$ cat src/rtl/starfield_ctrl.sv
// starfield_ctrl: CPU-programmable speed ramp for the starfield generator.
// Steps the current speed toward a target once every DIV vblank rising edges,
// notifying the starfield with a one-cycle write strobe after every change.
module starfield_ctrl #(
  parameter logic [7:0] DIV_RST  = 8'd1,
  parameter logic [7:0] STEP_RST = 8'd1
) (
  input  logic       clk,
  input  logic       rst,
  input  logic       en,
  input  logic       vblank,
  input  logic [1:0] addr,
  input  logic [7:0] data_in,
  input  logic       write,
  output logic [7:0] sf_data,
  output logic       sf_write,
  output logic       sf_pause,
  output logic       busy
);

  typedef enum logic [1:0] {IDLE, WAIT, STEP, NOTIFY} state_t;

  state_t     state, state_nxt;
  logic [7:0] current, target, step, divider, fcnt;
  logic       snap, pause, vb_q, pending;

  logic       wr_tgt, wr_step, wr_div, wr_ctl;
  logic [7:0] step_eff, div_eff, cur_nxt;
  logic [8:0] sum9, diff9;
  logic       vb_edge, tick, go;

  assign wr_tgt  = write && (addr == 2'd0);
  assign wr_step = write && (addr == 2'd1);
  assign wr_div  = write && (addr == 2'd2);
  assign wr_ctl  = write && (addr == 2'd3);

  // A zero step or divider would stall the ramp, so both read as 1.
  assign step_eff = (step == 8'd0) ? 8'd1 : step;
  assign div_eff  = (divider == 8'd0) ? 8'd1 : divider;

  assign vb_edge = vblank & ~vb_q;
  assign tick    = vb_edge && (state != IDLE) && (fcnt == div_eff - 8'd1);
  assign go      = (state == WAIT) && en && (tick || pending);

  assign busy    = (current != target);
  assign sf_data = current;
  assign sf_pause = pause;

  // 9-bit step arithmetic clamps at the target so the speed never wraps.
  assign sum9  = {1'b0, current} + {1'b0, step_eff};
  assign diff9 = {1'b0, current} - {1'b0, step_eff};

  // Next ramp value, evaluated with the register values present during STEP.
  always_comb begin
    cur_nxt = current;
    if (current < target)
      cur_nxt = (sum9 > {1'b0, target}) ? target : sum9[7:0];
    else if (current > target)
      cur_nxt = (diff9[8] || (diff9[7:0] < target)) ? target : diff9[7:0];
  end

  // State register.
  always_ff @(posedge clk or posedge rst) begin
    if (rst) state <= IDLE;
    else     state <= state_nxt;
  end

  // Next-state logic; a pending SNAP overrides every state.
  always_comb begin
    state_nxt = state;
    if (snap) begin
      state_nxt = NOTIFY;
    end else begin
      case (state)
        IDLE:    if ((wr_tgt && (data_in != current)) || busy) state_nxt = WAIT;
        WAIT:    if (go) state_nxt = STEP;
        STEP:    state_nxt = NOTIFY;
        NOTIFY:  state_nxt = (current == target) ? IDLE : WAIT;
        default: state_nxt = IDLE;
      endcase
    end
  end

  // Output decode: the starfield strobe is asserted only in NOTIFY.
  always_comb begin
    sf_write = 1'b0;
    if (state == NOTIFY) sf_write = 1'b1;
  end

  // CPU-visible registers; SNAP lives for a single cycle.
  always_ff @(posedge clk or posedge rst) begin
    if (rst) begin
      target  <= 8'd0;
      step    <= STEP_RST;
      divider <= DIV_RST;
      snap    <= 1'b0;
      pause   <= 1'b0;
    end else begin
      snap <= wr_ctl & data_in[0];
      if (wr_tgt)  target  <= data_in;
      if (wr_step) step    <= data_in;
      if (wr_div)  divider <= data_in;
      if (wr_ctl)  pause   <= data_in[1];
    end
  end

  // Current speed: jumps on SNAP, otherwise moves one step in STEP.
  always_ff @(posedge clk or posedge rst) begin
    if (rst)                 current <= 8'd0;
    else if (snap)           current <= target;
    else if (state == STEP)  current <= cur_nxt;
  end

  // vblank sampling and frame counter; the counter rests at 0 while idle.
  always_ff @(posedge clk or posedge rst) begin
    if (rst) begin
      vb_q <= 1'b0;
      fcnt <= 8'd0;
    end else begin
      vb_q <= vblank;
      if (state == IDLE)  fcnt <= 8'd0;
      else if (tick)      fcnt <= 8'd0;
      else if (vb_edge)   fcnt <= fcnt + 8'd1;
    end
  end

  // One-deep pending tick so a frame tick seen with en=0 is not lost.
  always_ff @(posedge clk or posedge rst) begin
    if (rst)                       pending <= 1'b0;
    else if ((state == IDLE) || go) pending <= 1'b0;
    else if (tick)                 pending <= 1'b1;
  end

endmodule
$ cat config.mk
export PLATFORM = sky130hd
export DESIGN_NAME = starfield_ctrl
export DESIGN_NICKNAME = d
export VERILOG_FILES = /design/src/rtl/starfield_ctrl.sv
export SDC_FILE = /design/constraint.sdc
export NUM_CORES = 1
export LEC_CHECK = 0
export BUFFER_PORTS_ARGS = -buffer_cell sky130_fd_sc_hd__buf_4
export CAP_MARGIN = 5
export CORE_ASPECT_RATIO = 1.4
export CORE_MARGIN = 2
export CORE_UTILIZATION = 29
export CTS_BUF_LIST = sky130_fd_sc_hd__clkbuf_2
export CTS_CLUSTER_DIAMETER = 200
export DETAILED_ROUTE_END_ITERATION = 16
export SETUP_SLACK_MARGIN = 0.02
export SYNTH_ARGS = -nofsm -noshare
export SYNTH_HDL_FRONTEND = slang
export SYNTH_SLANG_ARGS = --single-unit
$ cat constraint.sdc
create_clock -name clk -period 6.5 [get_ports clk]
set_input_delay 0.325 -clock clk [delete_from_list [all_inputs] [get_ports clk]]
set_output_delay 0.325 -clock clk [all_outputs]
set_load 0.01 [all_outputs]
# Yosys cells after proc, flatten, opt, wreduce, memory -nomap -nowiden
# Index checks and enable logic that the tools add are counted.
dict set report classes {
  n_bitwise 3
  addsub 4
  n_reduce_logical 24
  n_eq_ne 12
  magnitude_cmp 4
  n_mux 19
}
# op n
set op_table {}
lappend op_table {{2-to-1 mux 8 bit} 11}
lappend op_table {{== test 8 bit} 2}
lappend op_table {{logical NOT 8 bit} 2}
lappend op_table {{< comparator 8 bit} 2}
lappend op_table {{!= test 8 bit} 2}
lappend op_table {{adder 8 x 8 -> 9 bit} 1}
lappend op_table {{greater-than comparator 9 x 8 -> 1 bit} 1}
lappend op_table {{logical AND 1 bit} 9}
lappend op_table {{subtractor 8 x 8 -> 9 bit} 1}
lappend op_table {{adder 8 x 1 -> 8 bit, second input constant} 1}
lappend op_table {{== test 2 bit, second input constant} 4}
lappend op_table {{greater-than comparator 8 bit} 1}
lappend op_table {{case mux 2 bit (4 select lines)} 1}
lappend op_table {{subtractor 8 x 1 -> 8 bit, second input constant} 1}
lappend op_table {{2-to-1 mux 2 bit} 3}
lappend op_table {{!= test 3 bit, second input constant} 2}
lappend op_table {{nonzero test 2 bit} 3}
lappend op_table {{nonzero test 3 bit} 2}
lappend op_table {{== test 2 x 1 -> 1 bit, second input constant} 2}
lappend op_table {{logical NOT 2 bit} 2}
lappend op_table {{logical OR 1 bit} 4}
lappend op_table {{2-to-1 mux 1 bit} 4}
lappend op_table {{AND reduction 2 bit} 2}
lappend op_table {{bitwise AND 1 bit} 2}
lappend op_table {{inverter 1 bit} 1}
dict set report totals {
  register_bits 46
  wordCells 76
}

# Longest topological paths before layout
dict set report depth {
  ltp_word 10
  mapped_depth 17
  mapped_depth_nobuf 17
}

# Least setup slack after synthesis
# OpenSTA, ideal clock, no wires.
dict set report synth_path {
  kind {reg2reg}
  from {register step[2]}
  to {register current[5], in the netlist sf_data[5]}
  stages_incl_launch_ff 18
  path_slack_ns 2.676
  arrival_time_ns 3.704
  required_time_ns 6.380
  setup_time_ns 0.120
  path_cell_list {dfrtp_1 nor4_1 a41o_1 ha_1 inv_1 fa_1 a211oi_1 o21bai_1 a21oi_1 xnor2_1 ha_1 a2111oi_0 nand2_1 a41oi_1 a211o_1 mux2i_1 o22a_1 a31o_2}
}
dict set report synth_via {
  elab_chain_len 10
}
# element line_no
set synth_lines {}
lappend synth_lines {{from (decl)} 24} ;# logic [7:0] current, target, step, divider, fcnt;
lappend synth_lines {{from (signal assigned)} 101} ;# if (wr_step) step <= data_in;
lappend synth_lines {{logical NOT 8 bit} 38} ;# assign step_eff = (step == 8'd0) ? 8'd1 : step;
lappend synth_lines {{2-to-1 mux 8 bit (*)} 38}
lappend synth_lines {{subtractor 8 x 8 -> 9 bit} 51} ;# assign diff9 = {1'b0, current} - {1'b0, step_eff};
lappend synth_lines {{< comparator 8 bit} 59} ;# cur_nxt = (diff9[8] || (diff9[7:0] < target)) ? target : diff9[7:0];
lappend synth_lines {{logical OR 1 bit} 59}
lappend synth_lines {{2-to-1 mux 8 bit} 59}
lappend synth_lines {{2-to-1 mux 8 bit} 58} ;# else if (current > target)
lappend synth_lines {{2-to-1 mux 8 bit (*)} 56} ;# if (current < target)
lappend synth_lines {{2-to-1 mux 8 bit (*)} 111} ;# else if (state == STEP) current <= cur_nxt;
lappend synth_lines {{2-to-1 mux 8 bit (*)} 110} ;# else if (snap) current <= target;
lappend synth_lines {{to (signal assigned)} 110}
lappend synth_lines {{to (signal assigned)} 111}
lappend synth_lines {{to (decl)} 24}
# Mark *: on every way between the ends. The rest lies on a longest branch, timed or not. The select of a mux whose other input is x is not followed.
# A chain may end at the register's enable or synchronous reset.

# Worst setup path after layout
# Same ends and word-level chain as after synthesis.

==> results.md <==
* Most used DFF post-synth: dfrtp_1
* Yosys warns at 0
* Layout area overhead at 10.9%
* DRT iter0 DRCs at 223
* Die ar. at 14300 um^2
* N_diodes at 0
* Seq/Total Area, Yosys at 29.8%
* Syn Area/Cell at 9.12 um^2
* Worst-Skew Late Latency at 0.45 ns
* Buffers on Ports at 25
* Remaining Overflow, GRT at 0
* Fin area at 4300 um^2
* Final nets at 513
* Vert. Die Dim at 141 um
* CP delay by family, top: compound AO/OA/AOI/OAI gates
* WP data arrival at 4.86 ns
* Max_cap viols at 0
* Setup crit start kind: flop
* CTS buffer count at 5
* PD cells at 497 nW/um^2
* Worst vdd ir at 0.000165 V
* Worst rel slew slack at 34.0%
* Area after DPL at 4250 um^2
* Xor-xnor portion of the synthesized cell area at 4.74%
* First-pass GRT wire length at 17.5 mm
* DP HPWL at 8.61 mm
* Top-Level Pins at 26
* CP max stage delay at 0.48 ns
* Top achievable clock speed at 0.223 GHz
* Final setup skew at 0.0124 ns
* Main combinational cell family by area after synthesis: compound AO/OA/AOI/OAI gates
* Mux share of post-synthesis cell area at 6.58%
* Max Root-Sink Buffers at 2
* WL final at 11.0 mm
* Placer Congestion at 0.886
* Busiest grt layer: met2
* Synth Area in Compound Gates at 21.5%
* Layout Utilization at 32.6%
* CTS root buf: clkbuf_2
* Critical Path RT at 6.88 ns
* Met1 usage at 18.3%
* Total core area at 13200 um^2
* Worst Path Buf+Inv at 1
* Yosys top cell area share at 28.4%
* Mapped Cells at 425
* Max H-tree Level at 2
* Top cells by area, synth: dfrtp_1 (28%), ha_1 (15%), mux2_2 (5.8%), a21oi_1 (3.6%), xnor2_1 (3.6%)
* Drt drc at 0
* Syn nets at 490
* Setup TNS at 0 ns
* Setup Viol. Count Final at 0
* Row Count at 50
* Die W at 102 um
* Final WS setup at 2.02 ns
* Leading cell types in the layout, fill and taps excluded: ha_1 (48), dfrtp_1 (44), inv_1 (30), a21oi_1 (28), nand2_1 (28)
* Clock sink count at 46
* GR Layer Usage met2 at 28.0%
* Worst Setup End Kind: flop
* Final ANT Viol Nets at 0
* Critical path cell sequence: nor4_1 > a41o_1 > ha_1 > inv_1 > fa_1 > a211oi_1 > o21bai_1 > a21oi_1 > xnor2_1 > ha_1 > a2111oi_0 > nand2_1 > a41oi_1 > a211o_1 > mux2i_1 > o22a_1 > a31o_2
* Commonest non-fill, non-tap cell in the layout: ha_1
* Slowest cell on crit path: dfrtp_1
* Initial Utilization at 29.4%
* Wirelength per Cell at 17.4 um
* Cts repair resizes at 0
* Largest net degree at the start of global routing at 47
* Number of synthesized register bits at 46
* Clock slew at reported path FFs at 0.24 ns
* Vias post-DR at 3319
* Post-synth top area cell: dfrtp_1
* Total GRT Usage at 15.7%
* Status: finished, final reports clean
* Distinct cell type count after synthesis at 64
* Dpl ws at 2.13 ns
* CTS tree: built
* Kind of critical path: reg -> reg
* Asr flop ratio synth at 100%
* Worst slew pin tran at 0.989 ns
* Count of final hold-check violations at 0
* Part of the cycle the worst path needs at 68.8%
* Share of layout cells above drive strength 1 at 15.1%
* Area share of fa/ha/maj cells after synthesis at 16.5%
* Synth Area in Simple Gates at 16.6%
* Cell mode on critical path: ha_1
* Pre-antenna DRT Iters at 4
* Post-synth EDFFs at 0
* Fillers at 1377
* Via-to-Cell Ratio at 5.26
* Met3 Usage GRT at 1.93%
* HP Class: in -> reg
* Post-Syn Area at 3880 um^2
* Critical Path Fanout Max at 5
* Tmin final at 4.48 ns
* RSZ-0062 raised after global routing: false
* Slew Limit Fails at 0
* Vias in the first global route at 3290
* Pleak at 0.00193 uW
* Initial antenna violation count at 0
[synth_stat cells (all sizes together) (3+ instances only)]
cell / n
ha: 48
dfrtp: 44
inv: 31
a21oi: 29
nand2: 28
o21ai: 23
mux2: 20
nor2: 20
xnor2: 16
a31oi: 11
clkbuf: 10
and3: 9
nand2b: 8
nor3: 8
a21o: 7
nand3: 7
o22ai: 6
or3: 6
nor2b: 5
o31ai: 5
or2b: 5
xor2: 5
a211oi: 4
o211ai: 4
a2111oi: 3
a221oi: 3
a31o: 3
a41oi: 3
and2: 3
mux2i: 3
nor3b: 3
nor4: 3
o21a: 3
o21bai: 3
or2: 3
[power breakdown]
part / total, uW / internal [uW] / switching (uW)
clock network: 124 / 26.4 / 97.9
logic: 1530 / 672 / 854
registers: 489 / 361 / 128
[through the flow]
stage                     hold slack [ns]  instances  total power, uW
after CTS                          0.0329        631             2130
after global placement              0.447        622             1960
after detailed placement            0.446        622             2000
after floorplan                     0.356        425             1570
final                              0.0532        631             2140
after global routing              0.00893        631             2340
[path summary, 6_finish.rpt]
path / from / endpoint / slack [ns] / cells after the start
min in group asynchronous: rst / state[0] / 0.08 / 2
hold reg to reg: step[0] / step[0] / 0.51 / 2
setup reg to reg: step[2] / sf_data[5] / 2.02 / 17
max in group asynchronous: rst / divider[2] / 5.82 / 2
setup / recovery: step[2] / sf_data[5] / 2.02 / 17
hold / removal: en / pending / 0.05 / 2
[final cells by class]
cell class	instances	area, um^2	area share [%]
clock buffer	6	30.0	0.698
tap	182	228	5.30
timing repair buffer	27	205	4.77
inverter	32	120	2.79
clock inverter	2	8.76	0.204
multi-input combinational	336	2550	59.4
sequential	46	1150	26.8
[kinds of logic (layout without fill, tap and decap cells)]
logic type,Yosys count,in the layout
xor gates and xnor gates,21,21
DFF,46,46
adders and majority gates,50,50
AOI/OAI and AO/OA,124,124
and+or+nand+nor,118,118
muxes,23,23
buffers and inverters,43,67
[sequential cells by signal, indices dropped and copies added (netlist names)]
name / flops
sf_data: 8
step: 8
pending: 1
target: 8
fcnt: 8
state: 2
divider: 8
snap: 1
sf_pause: 1
vb_q: 1
[metal layers]
layer  part of all wire, %  wire length [um]  vias up
met5                     0                 0        -
met4                   3.8               416        0
met3                   4.0               436       27
met2                    51              5630       93
met1                    41              4470     1594
li1                      -                 -     1605
[repair_timing]
item | 4_1_cts | 5_1_grt
hold buffers | 1 | 0
setup buffers | 0 | 0
hold endpoints to repair | 1 | 0
Note: power is estimated with default switching activity, not from simulation.
